[src/rtl/wb_stream_pkg.sv]
// Shared constants and helpers for the Wishbone stream ingress/egress paths.
// Sideband bit positions are common to both directions of the stream.
package wb_stream_pkg;

   localparam int WB_DW_DEF     = 32;
   localparam int STREAM_DW_DEF = 8;
   localparam int FIFO_AW_DEF   = 4;
   localparam int LANES_DEF     = WB_DW_DEF / STREAM_DW_DEF;

   // Stream sideband vector layout {last}
   localparam int SB_LAST_BIT = 0;
   localparam int SB_W        = 1;

   function automatic int clog2(input int v);
      int r;
      r = 0;
      for (int i = 0; i < 32; i++) begin
         if ((1 << r) < v) r++;
      end
      return r;
   endfunction

   // Keep the lane counter at least one bit wide when LANES==1
   function automatic int lane_w(input int lanes);
      return (lanes > 1) ? clog2(lanes) : 1;
   endfunction

endpackage

[src/rtl/wb_stream_fifo.sv]
// First-word-fall-through word FIFO with count, synchronous clear and a
// sticky underflow flag.
module wb_stream_fifo #(
   parameter int DW = 32,
   parameter int AW = 4
) (
   input  logic          clk,
   input  logic          rst_n,
   input  logic          clear,
   input  logic          push,
   input  logic [DW-1:0] wdata,
   input  logic          pop,
   output logic [DW-1:0] rdata,
   output logic [AW:0]   cnt,
   output logic          underflow
);

   localparam int DEPTH = 1 << AW;

   logic [DEPTH-1:0][DW-1:0] mem_q, mem_d;
   logic [AW-1:0]            wr_ptr_q, wr_ptr_d;
   logic [AW-1:0]            rd_ptr_q, rd_ptr_d;
   logic [AW:0]              cnt_q, cnt_d;
   logic                     underflow_q, underflow_d;
   logic                     empty, full, pop_ok, push_ok;

   assign empty = (cnt_q == '0);
   assign full  = cnt_q[AW];
   assign pop_ok  = pop & ~empty;
   // A full FIFO only takes a word when the head leaves in the same cycle
   assign push_ok = push & (~full | pop_ok);

   always_comb begin
      mem_d       = mem_q;
      wr_ptr_d    = wr_ptr_q;
      rd_ptr_d    = rd_ptr_q;
      cnt_d       = cnt_q;
      underflow_d = underflow_q | (pop & empty);
      if (clear) begin
         wr_ptr_d    = '0;
         rd_ptr_d    = '0;
         cnt_d       = '0;
         underflow_d = 1'b0;
      end else begin
         if (push_ok) begin
            mem_d[wr_ptr_q] = wdata;
            wr_ptr_d        = wr_ptr_q + 1'b1;
         end
         if (pop_ok) rd_ptr_d = rd_ptr_q + 1'b1;
         case ({push_ok, pop_ok})
            2'b10:   cnt_d = cnt_q + 1'b1;
            2'b01:   cnt_d = cnt_q - 1'b1;
            default: cnt_d = cnt_q;
         endcase
      end
   end

   always_ff @(posedge clk or negedge rst_n) begin
      if (!rst_n) begin
         mem_q       <= '0;
         wr_ptr_q    <= '0;
         rd_ptr_q    <= '0;
         cnt_q       <= '0;
         underflow_q <= 1'b0;
      end else begin
         mem_q       <= mem_d;
         wr_ptr_q    <= wr_ptr_d;
         rd_ptr_q    <= rd_ptr_d;
         cnt_q       <= cnt_d;
         underflow_q <= underflow_d;
      end
   end

   assign rdata     = mem_q[rd_ptr_q];
   assign cnt       = cnt_q;
   assign underflow = underflow_q;

endmodule

[src/rtl/wb_stream_reader_fifo.sv]
// Stream ingress: packs narrow little-endian beats into bus words and
// buffers them in an FWFT FIFO drained by the stream-reader DMA.
module wb_stream_reader_fifo
   import wb_stream_pkg::*;
#(
   parameter int WB_DW     = WB_DW_DEF,
   parameter int STREAM_DW = STREAM_DW_DEF,
   parameter int FIFO_AW   = FIFO_AW_DEF
) (
   input  logic                 wb_clk_i,
   input  logic                 wb_rst_ni,
   input  logic [STREAM_DW-1:0] stream_s_data_i,
   input  logic                 stream_s_valid_i,
   input  logic                 stream_s_last_i,
   output logic                 stream_s_ready_o,
   output logic [WB_DW-1:0]     fifo_d,
   input  logic                 fifo_rd,
   output logic [FIFO_AW:0]     fifo_cnt,
   input  logic                 clear,
   output logic                 underflow
);

   localparam int LANES  = WB_DW / STREAM_DW;
   localparam int LANE_W = lane_w(LANES);
   localparam logic [LANE_W-1:0] LAST_LANE = LANE_W'(LANES - 1);
   localparam logic [FIFO_AW:0]  DEPTH_CNT = {1'b1, {FIFO_AW{1'b0}}};

   logic [LANE_W-1:0] lane_q, lane_d;
   logic [WB_DW-1:0]  pack_q, pack_d;
   logic              rdy_en_q;
   logic [WB_DW-1:0]  word;
   logic [SB_W-1:0]   sb;
   logic              accept, complete;

   assign sb[SB_LAST_BIT] = stream_s_last_i;

   // rdy_en_q holds ready low through reset without a path from the reset pin
   assign stream_s_ready_o = rdy_en_q & (fifo_cnt != DEPTH_CNT) & ~clear;
   assign accept           = stream_s_valid_i & stream_s_ready_o;
   assign complete         = accept & ((lane_q == LAST_LANE) | sb[SB_LAST_BIT]);

   always_comb begin
      word = pack_q;
      word[lane_q*STREAM_DW +: STREAM_DW] = stream_s_data_i;
   end

   always_comb begin
      lane_d = lane_q;
      pack_d = pack_q;
      if (clear) begin
         lane_d = '0;
         pack_d = '0;
      end else if (complete) begin
         lane_d = '0;
         pack_d = '0;
      end else if (accept) begin
         lane_d = lane_q + 1'b1;
         pack_d = word;
      end
   end

   always_ff @(posedge wb_clk_i or negedge wb_rst_ni) begin
      if (!wb_rst_ni) begin
         lane_q   <= '0;
         pack_q   <= '0;
         rdy_en_q <= 1'b0;
      end else begin
         lane_q   <= lane_d;
         pack_q   <= pack_d;
         rdy_en_q <= 1'b1;
      end
   end

   wb_stream_fifo #(
      .DW (WB_DW),
      .AW (FIFO_AW)
   ) u_fifo (
      .clk       (wb_clk_i),
      .rst_n     (wb_rst_ni),
      .clear     (clear),
      .push      (complete),
      .wdata     (word),
      .pop       (fifo_rd),
      .rdata     (fifo_d),
      .cnt       (fifo_cnt),
      .underflow (underflow)
   );

endmodule
[config.mk]
export PLATFORM = sky130hd
export DESIGN_NAME = wb_stream_reader_fifo
export DESIGN_NICKNAME = d
export VERILOG_FILES = /design/src/rtl/wb_stream_pkg.sv /design/src/rtl/wb_stream_fifo.sv /design/src/rtl/wb_stream_reader_fifo.sv
export SDC_FILE = /design/constraint.sdc
export NUM_CORES = 1
export LEC_CHECK = 0
export ABC_AREA = 1
export CORE_MARGIN = 5
export CORE_UTILIZATION = 50
export CTS_BUF_LIST = sky130_fd_sc_hd__clkbuf_8
export DETAILED_ROUTE_END_ITERATION = 8
export PLACE_DENSITY_LB_ADDON = 0.15
export SLEW_MARGIN = 20
export SYNTH_ARGS = -nofsm -noshare
export SYNTH_HDL_FRONTEND = slang
export SYNTH_SLANG_ARGS = --single-unit
[constraint.sdc]
create_clock -name wb_clk_i -period 3.2 [get_ports wb_clk_i]
set_input_delay 0.64 -clock wb_clk_i [delete_from_list [all_inputs] [get_ports wb_clk_i]]
set_output_delay 0.64 -clock wb_clk_i [all_outputs]
set_load 0.01 [all_outputs]
# == Word level (Yosys, flattened, before mapping) ==
# Cells that the tools add are included.
# Widths: inputs -> output; s select.
# classes
addsub,6
magnitude_cmp,3
n_eq_ne,4
n_shift,2
mux,19
bitwise,13
reduce_logical,7
# op_table
operator,count
$bwmux 512,1
$mux 32,5
$bmux 32 s4,1
$demux 32 s4,1
$neg 5->34,1
$shift 8x34->32 const A,1
$shiftx 8x34->32,1
$bwmux 32,1
$mux 4,4
$lt 4x5->1 const B,2
$pmux 5 s2,1
$add 4x1->4 const B,2
$and 1x1->1,7
$mux 2,3
$reduce_bool 3->1,2
$add 5x1->5 const B,1
$logic_not 5->1,1
$mux 5,1
$ne 5x5->1 const B,1
$sub 5x1->5 const B,1
$eq 2x2->1 const B,2
$ge 4x1->1 const B,1
$reduce_bool 2->1,2
$not 1->1,3
6 further kinds,8
# word_totals
regBits,561
inputBits,14
out_inout_bits,39
word_cells,77

# == Logic depth before layout (Yosys ltp) ==
# Gate-level depths: netlist of run 1.
# depth
ltp_word,9
ltp_mapped,17
mapped_depth_nobuf,16

# == Cells and area by module ==
# Synthesis of run 1 repeated with hierarchy kept, for this count alone.
# hier_totals
cells_unflattened,2962
area_unflattened_um2,26864.5
# modules_own_cells
module,n_inst,cells_each,area_per_inst_um2,seq_area_each_um2
wb_stream_fifo,1,2640,24676.2,13162.6
wb_stream_reader_fifo,1,322,2188.3,875.8

# == Worst setup path before layout of run 1 ==
# OpenSTA, ideal clock, no wires.
# synth_path
kind,reg-to-output
start,register u_fifo.rd_ptr_q[0]
end,output fifo_d[19]
arrival_ns,1.749
required_time_ns,2.560
path_slack_ns,0.811
path_stages_with_launch,8
n_path_buf,3
path_cell_list,dfrtp_1 clkbuf_1 clkbuf_1 clkbuf_1 nor2_1 o21ai_0 o22ai_1 o21ai_0
# synth_via
elab_chain_cells,2
# synth_lines
element,line,text
"start, declared",wb_stream_fifo.sv:22,"logic [AW-1:0] rd_ptr_q, rd_ptr_d;"
"start signal, assigned",wb_stream_fifo.sv:68,rd_ptr_q <= rd_ptr_d;
$bmux 32 s4,wb_stream_fifo.sv:74,assign rdata = mem_q[rd_ptr_q];
$mux 32 (not written as such),wb_stream_fifo.sv:74,
"end, declared",wb_stream_reader_fifo.sv:16,"output logic [WB_DW-1:0] fifo_d,"
# No other way between the ends. The select of a mux whose other input is x is not followed.

# == Worst setup path after layout of run 1 ==
# Ends and elaborated chain as after synthesis.

==> results.cfg, run 1 <==
[outcome]
status = finished clean

[power]
power_frac_comb = 0.326
seq_power_share = 0.361
power.total_mw = 20.4
pwr-share-clk = 0.313
power_density_nw_per_um2 = 696
vdd_drop_max_uv = 418
power.internal_mw = 13.3
p_sw_frac = 0.349
leakage_nw = 13.3
switching_power_mw = 7.12

[finish]
utilization = 0.587
fillers = 4475
layout.nets = 3018
seq_area_sq_um = 14100
layout_commonest_cell = o21ai_0
drive_gt1_frac = 0.104
area_growth_pct = 16.5
multi_input_area_sq_um = 9520
mostFrequentLayoutCells = o21ai_0, dfrtp_1, nand2_1, nor2_1, inv_1
layout.cells.non_filler = 3730
antennaDiodeCount = 0

[placed_design]
dp_hpwl_um = 41300
gp_congestion = 0.847
numPortBuffers = 52
place_ws_ps = 221
placed_cells = 3535

[clock_network]
clockBufferDepth = 3
cts_tree = yes
clk_pin_slew_ps = 60
numCtsBuffers = 93
cts_root_buf = clkbuf_8
clk_latency_ps = 700
h-tree-depth = 3
clock_sinks = 561

[critical_path]
end_kind = output pin
setup.worst_path.class = reg2out
cp-start-kind = register
cp_max_fo = 12
cp.arrival_ps = 2500
worstPathRequired_ps = 2560

[synth]
yosysSeqAreaShare = 0.558
yosys.area.top_type = dfrtp_1
synthTopCellsByArea = dfrtp_1, o21ai_0, nand2_1
synthCells = 2976
synth.avg_cell_area_sq_um = 8.46
synth.distinct_cells = 33
synth_top_area_frac = 0.558
yosysWarnings = 0
ys_ff_latch = 561
synth_area_sq_um = 25200
syn-num-nets = 3002

[timing]
fin_ws_ps = 60.8
rsz0062_at_grt = yes
slew_viol_final = 0
report.final.hold_viol_count = 0
period_share = 0.981
worst_pin_slew_ps = 871
period_minus_slack_ps = 3140
hold_ws_ps = 7.76
maxSlewHeadroom = 0.419
max_freq_ghz = 0.319
final.setup_skew_ps = 35.6
final-setup-viol-count = 0

[floorplan]
io_pins = 53
die_w_um = 234
die_y_um = 234
initial_utilization = 0.504
die_area_sq_um = 54900
core_area_sq_um = 50000
num_rows = 82

[drt]
dr.pass1.iters = 6
wl_um = 78500
drc = 0
vias = 22076
drt_iter0_drc = 2595
ant_nets = 0
drt-wirelength-per-cell_um = 21.0
vias_per_cell = 5.92

[grt]
antenna_found_initial = 0
grt_pass1_wl_um = 122000
overflow = 0
grt.total_usage = 0.282
grt_max_degree = 87
grt_pass1_vias = 21374

[min_path]
hp-class = in2async

[job]
max_cap_viol_count = 0
## worst paths after layout
kind                                                  to                      startpoint  slack (ps)  depth (start not counted)
max in group asynchronous  u_fifo.mem_q[283]$_DFFE_PN0P_                       wb_rst_ni        2300                          2
min reg2reg                u_fifo.mem_q[411]$_DFFE_PN0P_   u_fifo.mem_q[411]$_DFFE_PN0P_         480                          2
max reg2reg                  u_fifo.mem_q[0]$_DFFE_PN0P_           lane_q[0]$_DFFE_PN0P_         210                         10
min in group wb_clk_i      u_fifo.mem_q[411]$_DFFE_PN0P_   u_fifo.mem_q[411]$_DFFE_PN0P_         480                          2
min                        u_fifo.mem_q[250]$_DFFE_PN0P_                       wb_rst_ni           8                          1
max                                           fifo_d[19]  u_fifo.rd_ptr_q[0]$_DFFE_PN0P_          60                          8
## registers in the layout, indices dropped and copies added (netlist names)
register / count
rdy_en_q: 1
u_fifo.cnt: 5
lane_q: 2
pack_q: 32
u_fifo.rd_ptr_q: 4
u_fifo.wr_ptr_q: 4
u_fifo.underflow: 1
u_fifo.mem_q: 512
## cells by family after synthesis
| family | count (synthesis) | synth area share |
|---|---|---|
| and+or+nand+nor | 889 | 0.141 |
| AOI/OAI and AO/OA | 1056 | 0.226 |
| other | 1 | 0.000149 |
| adders and majority gates | 12 | 0.00596 |
| DFF | 561 | 0.558 |
| xor gates and xnor gates | 1 | 0.000348 |
| buffers and inverters | 456 | 0.0690 |
## layer usage
layer / vias to the layer above / GRT usage / routed length (um)
met5: - / 0 / 0
met4: 0 / 0.0976 / 2620
met3: 200 / 0.0454 / 6580
met2: 1065 / 0.453 / 36200
met1: 10744 / 0.395 / 33100
li1: 10067 / - / -
## cell type report
cell class | count | area share
clock inverter | 38 | 0.00648
sequential | 561 | 0.479
tap | 672 | 0.0287
clock buffer | 123 | 0.0577
inverter | 210 | 0.0282
timing repair buffer | 165 | 0.0747
timing repair inverter | 2 | 0.000853
multi-input combinational | 1959 | 0.325
## per-stage QoR
stage,instance area [sq um],TNS (ps)
3_5_place_dp,26600,0
3_3_place_gp,26600,0
5_1_grt,29300,-170
6_report,29300,0
4_1_cts,29100,-251
2_1_floorplan,25200,0
## cells in the mapped netlist, drive strengths merged
master  instances
o21ai         728
nand2         518
clkbuf        213
nand4           8
clkinv          1
ha             12
buf            33
xor2            1
a211oi          1
and3            1
inv           209
o21a            1
a21oi         160
or2             1
nor3            6
a32oi           3
nand3         100
o211ai         18
conb            1
dfrtp         561
o22ai          86
nor2          255
o221ai         59
## critical path, cell delays in order, from the launching register on
cell,delay (ps)
dfrtp_4,500
buf_6,180
buf_4,160
inv_6,120
o21ai_0,80
o21ai_0,170
o221ai_1,160
o21ai_1,140
clkdlybuf4s15_1,270
## power by group through the flow
| stage | Combinational, mW | Clock [mW] | Sequential (mW) |
|---|---|---|---|
| after global routing | 7.18 | 6.84 | 7.40 |
| after detailed placement | 5.41 | 0 | 7.52 |
| after floorplan | 3.26 | 0 | 7.48 |
| after global placement | 5.37 | 0 | 7.51 |
| after CTS | 6.40 | 6.50 | 7.38 |
| final | 6.66 | 6.39 | 7.38 |
## what timing repair did
action / in CTS / in global routing
cloned: 14 / 6
resized for setup: 114 / 58
pin swaps: 14 / 19
setup endpoints to repair: 32 / 56
hold buffers: 0 / 0
buffers inserted: 9 / 5
(Power assumes the default switching activity.)
==> run 2, diff against run 1 <==
ABC_AREA = not set   (was 1)
==> run 2 against run 1 <==
  * The flow now finishes with violations (negative setup slack)
  * Non-clock buffer count grew 15
  * Die area shrank 1.0%
  * Hold slack gained 460 ps
  * Routed wire length shrank 16%
  * Design area shrank 1.7%
  * Via count shrank 22%
  * Sequential cell count is the same
  * Clock skew shrank 5.4 ps
  * Core utilization is essentially flat
  * Cell count shrank 20%
  * Critical path type unchanged
  * Critical endpoint is now fifo_d[17]
  * Highest routed layer unchanged
==> results.cfg, run 2 <==
[critical_path]
cp_max_fo = 12
cp.arrival_ps = 2810
cp-start-kind = register
worstPathRequired_ps = 2560
reg2reg_depth = 9
end_kind = output pin
setup.worst_path.class = reg2out

[synth]
synth_area_sq_um = 24900
synth.distinct_cells = 47
synth_edf_count = 0
synth-main-ff-cell = dfrtp_1
synth_common_cells = dfrtp_1, a21oi_1, nor2_1
async_flop_share = 1.00
syn-num-nets = 2207
synth_top_area_frac = 0.564
yosys.area.top_type = dfrtp_1
yosysWarnings = 0
synthCells = 2181
synth.avg_cell_area_sq_um = 11.4
synth.most_common_cell = dfrtp_1
ys_ff_latch = 561
synthTopCellsByArea = dfrtp_1, mux4_2, a21oi_1
yosysSeqAreaShare = 0.564

[finish]
largest_register_ffs = 512
drive_gt1_frac = 0.212
mostFrequentLayoutCells = dfrtp_1, a21oi_1, nor2_1, nand2_1, mux4_2
layout.nets = 2292
utilization = 0.588
largest_register = u_fifo.mem_q
layout_commonest_cell = dfrtp_1
area_growth_pct = 15.8
antennaDiodeCount = 0

[floorplan]
die_area_sq_um = 54400
die_y_um = 233
num_rows = 81
die_w_um = 233
io_pins = 53
initial_utilization = 0.508
core_area_sq_um = 49100

[placed_design]
gp_congestion = 0.802
place_ws_ps = 79.7
numPortBuffers = 52
dp_hpwl_um = 37700

[power]
leakage_nw = 12.9
power_density_nw_per_um2 = 663
vdd_drop_max_uv = 405

[grt]
grt_max_degree = 108
grt_pass1_vias = 17755
antenna_found_initial = 0
overflow = 0
grt.total_usage = 0.249
grt_pass1_wl_um = 104000

[timing]
worst_pin_slew_ps = 825
fin_ws_ps = -245
max_freq_ghz = 0.290
slew_viol_final = 0
tns_ps = -4310
final-setup-viol-count = 31
period_share = 1.08
maxSlewHeadroom = 0.450
period_minus_slack_ps = 3450
final.setup_skew_ps = 30.2
rsz0062_at_grt = yes
report.final.hold_viol_count = 0

[clock_network]
cts_root_buf = clkbuf_8
numCtsBuffers = 93
clk_latency_ps = 670
cts_tree = yes
h-tree-depth = 3
clock_sinks = 561
clk_pin_slew_ps = 60
clockBufferDepth = 3

[outcome]
failed_checks = negative setup slack
status = complete, but fails checks

[min_path]
hold_path_depth = 2
hp-class = reg2reg

[drt]
drc = 0
vias_per_cell = 5.73
drt-wirelength-per-cell_um = 21.9
ant_nets = 0
wl_um = 65700
dr.pass1.iters = 6
vias = 17163
drt_iter0_drc = 1370

[job]
max_cap_viol_count = 0
-- run 2: cell count changes after synthesis, moves of 49 or more --
cell | before | now
o22ai_1 | 86 | 0
inv_1 | 204 | 9
nand2_1 | 517 | 168
buf_6 | 0 | 49
mux4_2 | 0 | 160
nor2_1 | 251 | 400
o21ai_0 | 727 | 157
a21oi_1 | 159 | 420
clkbuf_1 | 213 | 37
nand3_1 | 96 | 3
o221ai_1 | 59 | 1
-- run 2: cell type report --
type	count	area, sq um
clock buffers	120	1650
clock inverters	42	312
fillers	4089	20200
inverters	9	33.8
multi-input cells	1421	9620
flip-flops and latches	561	14000
well taps	664	831
repair buffers	180	2330
-- run 2: timing repair --
action	CTS	global route
hold buffers	1	0
resized for setup	183	6
buffers inserted	12	2
setup endpoints to repair	33	33
endpoints found under the hold margin	36	0
cloned	6	3
-- run 2: metal layers --
layer	share of wire	track usage	up-vias
met4	0.026	0.0687	0
met3	0.060	0.0508	131
li1	-	-	7810
met1	0.43	0.351	8682
met2	0.48	0.400	540
met5	0	0	-
-- run 2: final timing paths --
| check | startpoint | end | slack, ps |
|---|---|---|---|
| min in group asynchronous | wb_rst_ni | u_fifo.mem_q[479]$_DFFE_PN0P_ | 490 |
| min reg2reg | pack_q[26]$_DFFE_PN0P_ | pack_q[26]$_DFFE_PN0P_ | 470 |
| max in group asynchronous | wb_rst_ni | u_fifo.mem_q[113]$_DFFE_PN0P_ | 1690 |
| max reg2reg | u_fifo.cnt[0]$_DFFE_PN0P_ | u_fifo.cnt[2]$_DFFE_PN0P_ | 430 |
| max | u_fifo.rd_ptr_q[0]$_DFFE_PN0P_ | fifo_d[17] | -250 |
| min | pack_q[26]$_DFFE_PN0P_ | pack_q[26]$_DFFE_PN0P_ | 470 |
-- run 2: report_power, final --
part	leakage, nW	internal (mW)	switching (mW)
Combinational	4.07	2.71	2.14
Clock	1.10	3.75	2.87
Sequential	7.74	7.41	0.238
-- run 2: cells by family (layout without fill, tap and decap cells) --
family,Yosys count,in the layout,share of synthesized area
buffers and inverters,199,351,0.0519
flip-flops,561,561,0.564
XOR/XNOR,8,8,0.00281
adder cells (fa/ha/maj),12,12,0.00603
AO/OA/AOI/OAI,598,598,0.123
AND/OR/NAND/NOR,639,639,0.106
multiplexers,163,163,0.146
other,1,1,0.000151
-- run 2: per-stage QoR --
stage	total power [mW]	std cells	area, sq um	hold WS, ps
detailed placement	11.9	2812	26300	462
global placement	11.8	2812	26300	454
floorplan	10.2	2181	24900	344
CTS	19.2	2993	28700	443
global route	20.0	2997	28800	485
finish	19.1	2997	28800	473
-- run 2: critical path, stage by stage, from the launching register on --
cell and delay, ps:
dfrtp_4 500, buf_6 140, buf_12 130, buf_12 130, buf_12 140, mux4_2 410, mux4_2 540, buf_6 150
==> run 3, diff against run 2 <==
--- a/config.mk
+++ b/config.mk
@@ -7,2 +7,3 @@
 export LEC_CHECK = 0
+export CAP_MARGIN = 5
 export CORE_MARGIN = 5
==> constraint.sdc (replaced) <==
create_clock -name wb_clk_i -period 3.2 [get_ports wb_clk_i]
set_input_delay 0.48 -clock wb_clk_i [delete_from_list [all_inputs] [get_ports wb_clk_i]]
set_output_delay 0.48 -clock wb_clk_i [all_outputs]
set_load 0.01 [all_outputs]
==> run 3 against run 2 <==
  * The flow still finishes with violations (negative setup slack)
  * Total power is 3.1% higher
  * Critical path depth unchanged
  * Core utilization is 0.61 points higher
  * First-iteration DRC count increased by 6.9%
  * Cell count up 1.2%
  * Global-route usage hardly changed
  * Count of clock-buffer cells in the layout rose by 6
  * Hold slack worse by 41 ps
  * Critical path type unchanged
==> results.cfg, run 3 (synthesis gave the netlist of run 2 again) <==
[drt]
wl_um = 65800
vias = 17251
wl_met2_um = 30900
vias_per_cell = 5.69
wl_met1_um = 29600
drt-wirelength-per-cell_um = 21.7
drc = 0
dr.pass1.iters = 5
dr_wl_met3_um = 3630
drt_iter0_drc = 1465
topRoutingLayerUsed = met4
ant_nets = 0

[critical_path]
setup.worst_path.class = reg2out
r2r_slack_ps = 440
reg2reg_depth = 10
cp_common_cell = buf_12
end_kind = output pin
cp_max_fo = 6
crit_slowest_cell = mux4_2
cp.arrival_ps = 2850
critPathTopFamily = multiplexers
reg2reg_to = u_fifo.cnt[4]$_DFFE_PN0P_
path_cells = buf_12, buf_12, buf_16, buf_12, mux4_2, mux4_2, buf_6
cp-start-kind = register
path_buf_inv = 5
slowest_delay_ps = 540
r2r_start = lane_q[0]$_DFFE_PN0P_
worstPathRequired_ps = 2720

[placed_design]
dp_hpwl_um = 38200
numPortBuffers = 52
placed_cells = 2816
gp_congestion = 0.813

[grt]
antenna_found_initial = 1
grt_pass1_wl_um = 104000
grt_max_degree = 87
overflow = 0
grt.total_usage = 0.249
grt_pass1_vias = 17427

[finish]
drive_gt1_frac = 0.222
layout.nets = 2320
layout.cells.non_filler = 3034
area_growth_pct = 17.0
layout_commonest_cell = dfrtp_1
antennaDiodeCount = 0
largest_register_ffs = 512
largest_register = u_fifo.mem_q
multi_input_area_sq_um = 9620
fillers = 4056
mostFrequentLayoutCells = dfrtp_1, a21oi_1, nor2_1, nand2_1, mux4_2
seq_area_sq_um = 14000

[timing]
period_share = 1.04
max_freq_ghz = 0.300
period_minus_slack_ps = 3330
final-setup-viol-count = 19
maxSlewHeadroom = 0.378
worst_pin_slew_ps = 926
slew_viol_final = 0
fin_ws_ps = -132
final.setup_skew_ps = 35.5
rsz0062_at_grt = yes
tns_ps = -1450
report.final.hold_viol_count = 0

[clock_network]
clk_latency_ps = 690
clockBufferDepth = 3
cts_root_buf = clkbuf_8
clock_sinks = 561
cts_tree = yes
numCtsBuffers = 94
h-tree-depth = 3
clk_pin_slew_ps = 60

[floorplan]
io_pins = 53
core_area_sq_um = 49100
die_y_um = 233
num_rows = 81
die_area_sq_um = 54400
die_w_um = 233
initial_utilization = 0.508

[power]
vdd_drop_max_uv = 433
power_density_nw_per_um2 = 676
leakage_nw = 13.1
power.total_mw = 19.7

[outcome]
status = complete, but fails checks
failed_checks = negative setup slack

[job]
max_cap_viol_count = 0

[min_path]
hp-class = in2async
## run 3: power breakdown
part / internal [mW] / switching (mW) / total (mW)
Clock: 3.92 / 2.98 / 6.90
Combinational: 2.94 / 2.23 / 5.18
Sequential: 7.41 / 0.210 / 7.62
Total: 14.3 / 5.43 / 19.7
## run 3: cell type report
class	instances	share of cell area
Multi-Input combinational cell	1421	0.330
Tap cell	664	0.0285
Sequential cell	561	0.482
Timing Repair Buffer	207	0.0865
Clock buffer	126	0.0595
Clock inverter	46	0.0116
Inverter	9	0.00116
## run 3: worst register-to-register path, cell delays in order (launching register included)
cell      delay (ps)
dfrtp_1          470
ha_1             370
nor2_1           110
nor3_1           340
nor2_1           120
xnor2_1          150
ha_1             230
o31a_1           260
nor4b_1          260
a21oi_1           70
a311oi_1         240
## run 3: metrics by stage
stage	cell area (sq um)	utilization	hold WS [ps]	setup slack (ps)
final	29100	0.594	431	-132
after global routing	29100	0.594	468	-212
after CTS	29100	0.593	412	-183
after detailed placement	26300	0.536	462	193
after global placement	26300	0.536	453	254
after floorplan	24900	-	184	445
## run 3: per-layer routing
layer	GRT usage	vias to the layer above
met1	0.362	8777
met3	0.0481	118
met5	0	-
li1	-	7863
met2	0.388	493
met4	0.0742	0
## run 3: worst max-delay path by stage
stage | from | end | slack (ps) | cells past startpoint
global route | u_fifo.rd_ptr_q[0]$_DFFE_PN0P_ | fifo_d[13] | -210 | 7
detailed placement | stream_s_valid_i | u_fifo.cnt[4]$_DFFE_PN0P_ | 190 | 10
floorplan | u_fifo.cnt[2]$_DFFE_PN0P_ | u_fifo.cnt[2]$_DFFE_PN0P_ | 440 | 10
finish | u_fifo.rd_ptr_q[0]$_DFFE_PN0P_ | fifo_d[13] | -130 | 7
CTS | u_fifo.rd_ptr_q[0]$_DFFE_PN0P_ | fifo_d[13] | -180 | 7
global placement | u_fifo.rd_ptr_q[0]$_DFFE_PN0P_ | fifo_d[6] | 250 | 5
## run 3: repair_timing
item                                    CTS  global route
resized for setup                       188            12
endpoints found under the setup margin   32            33
pin swaps                                 0             0
buffers inserted                         35             7
gates cloned                              7             1
hold buffers                              1             0
endpoints found under the hold margin    75             0
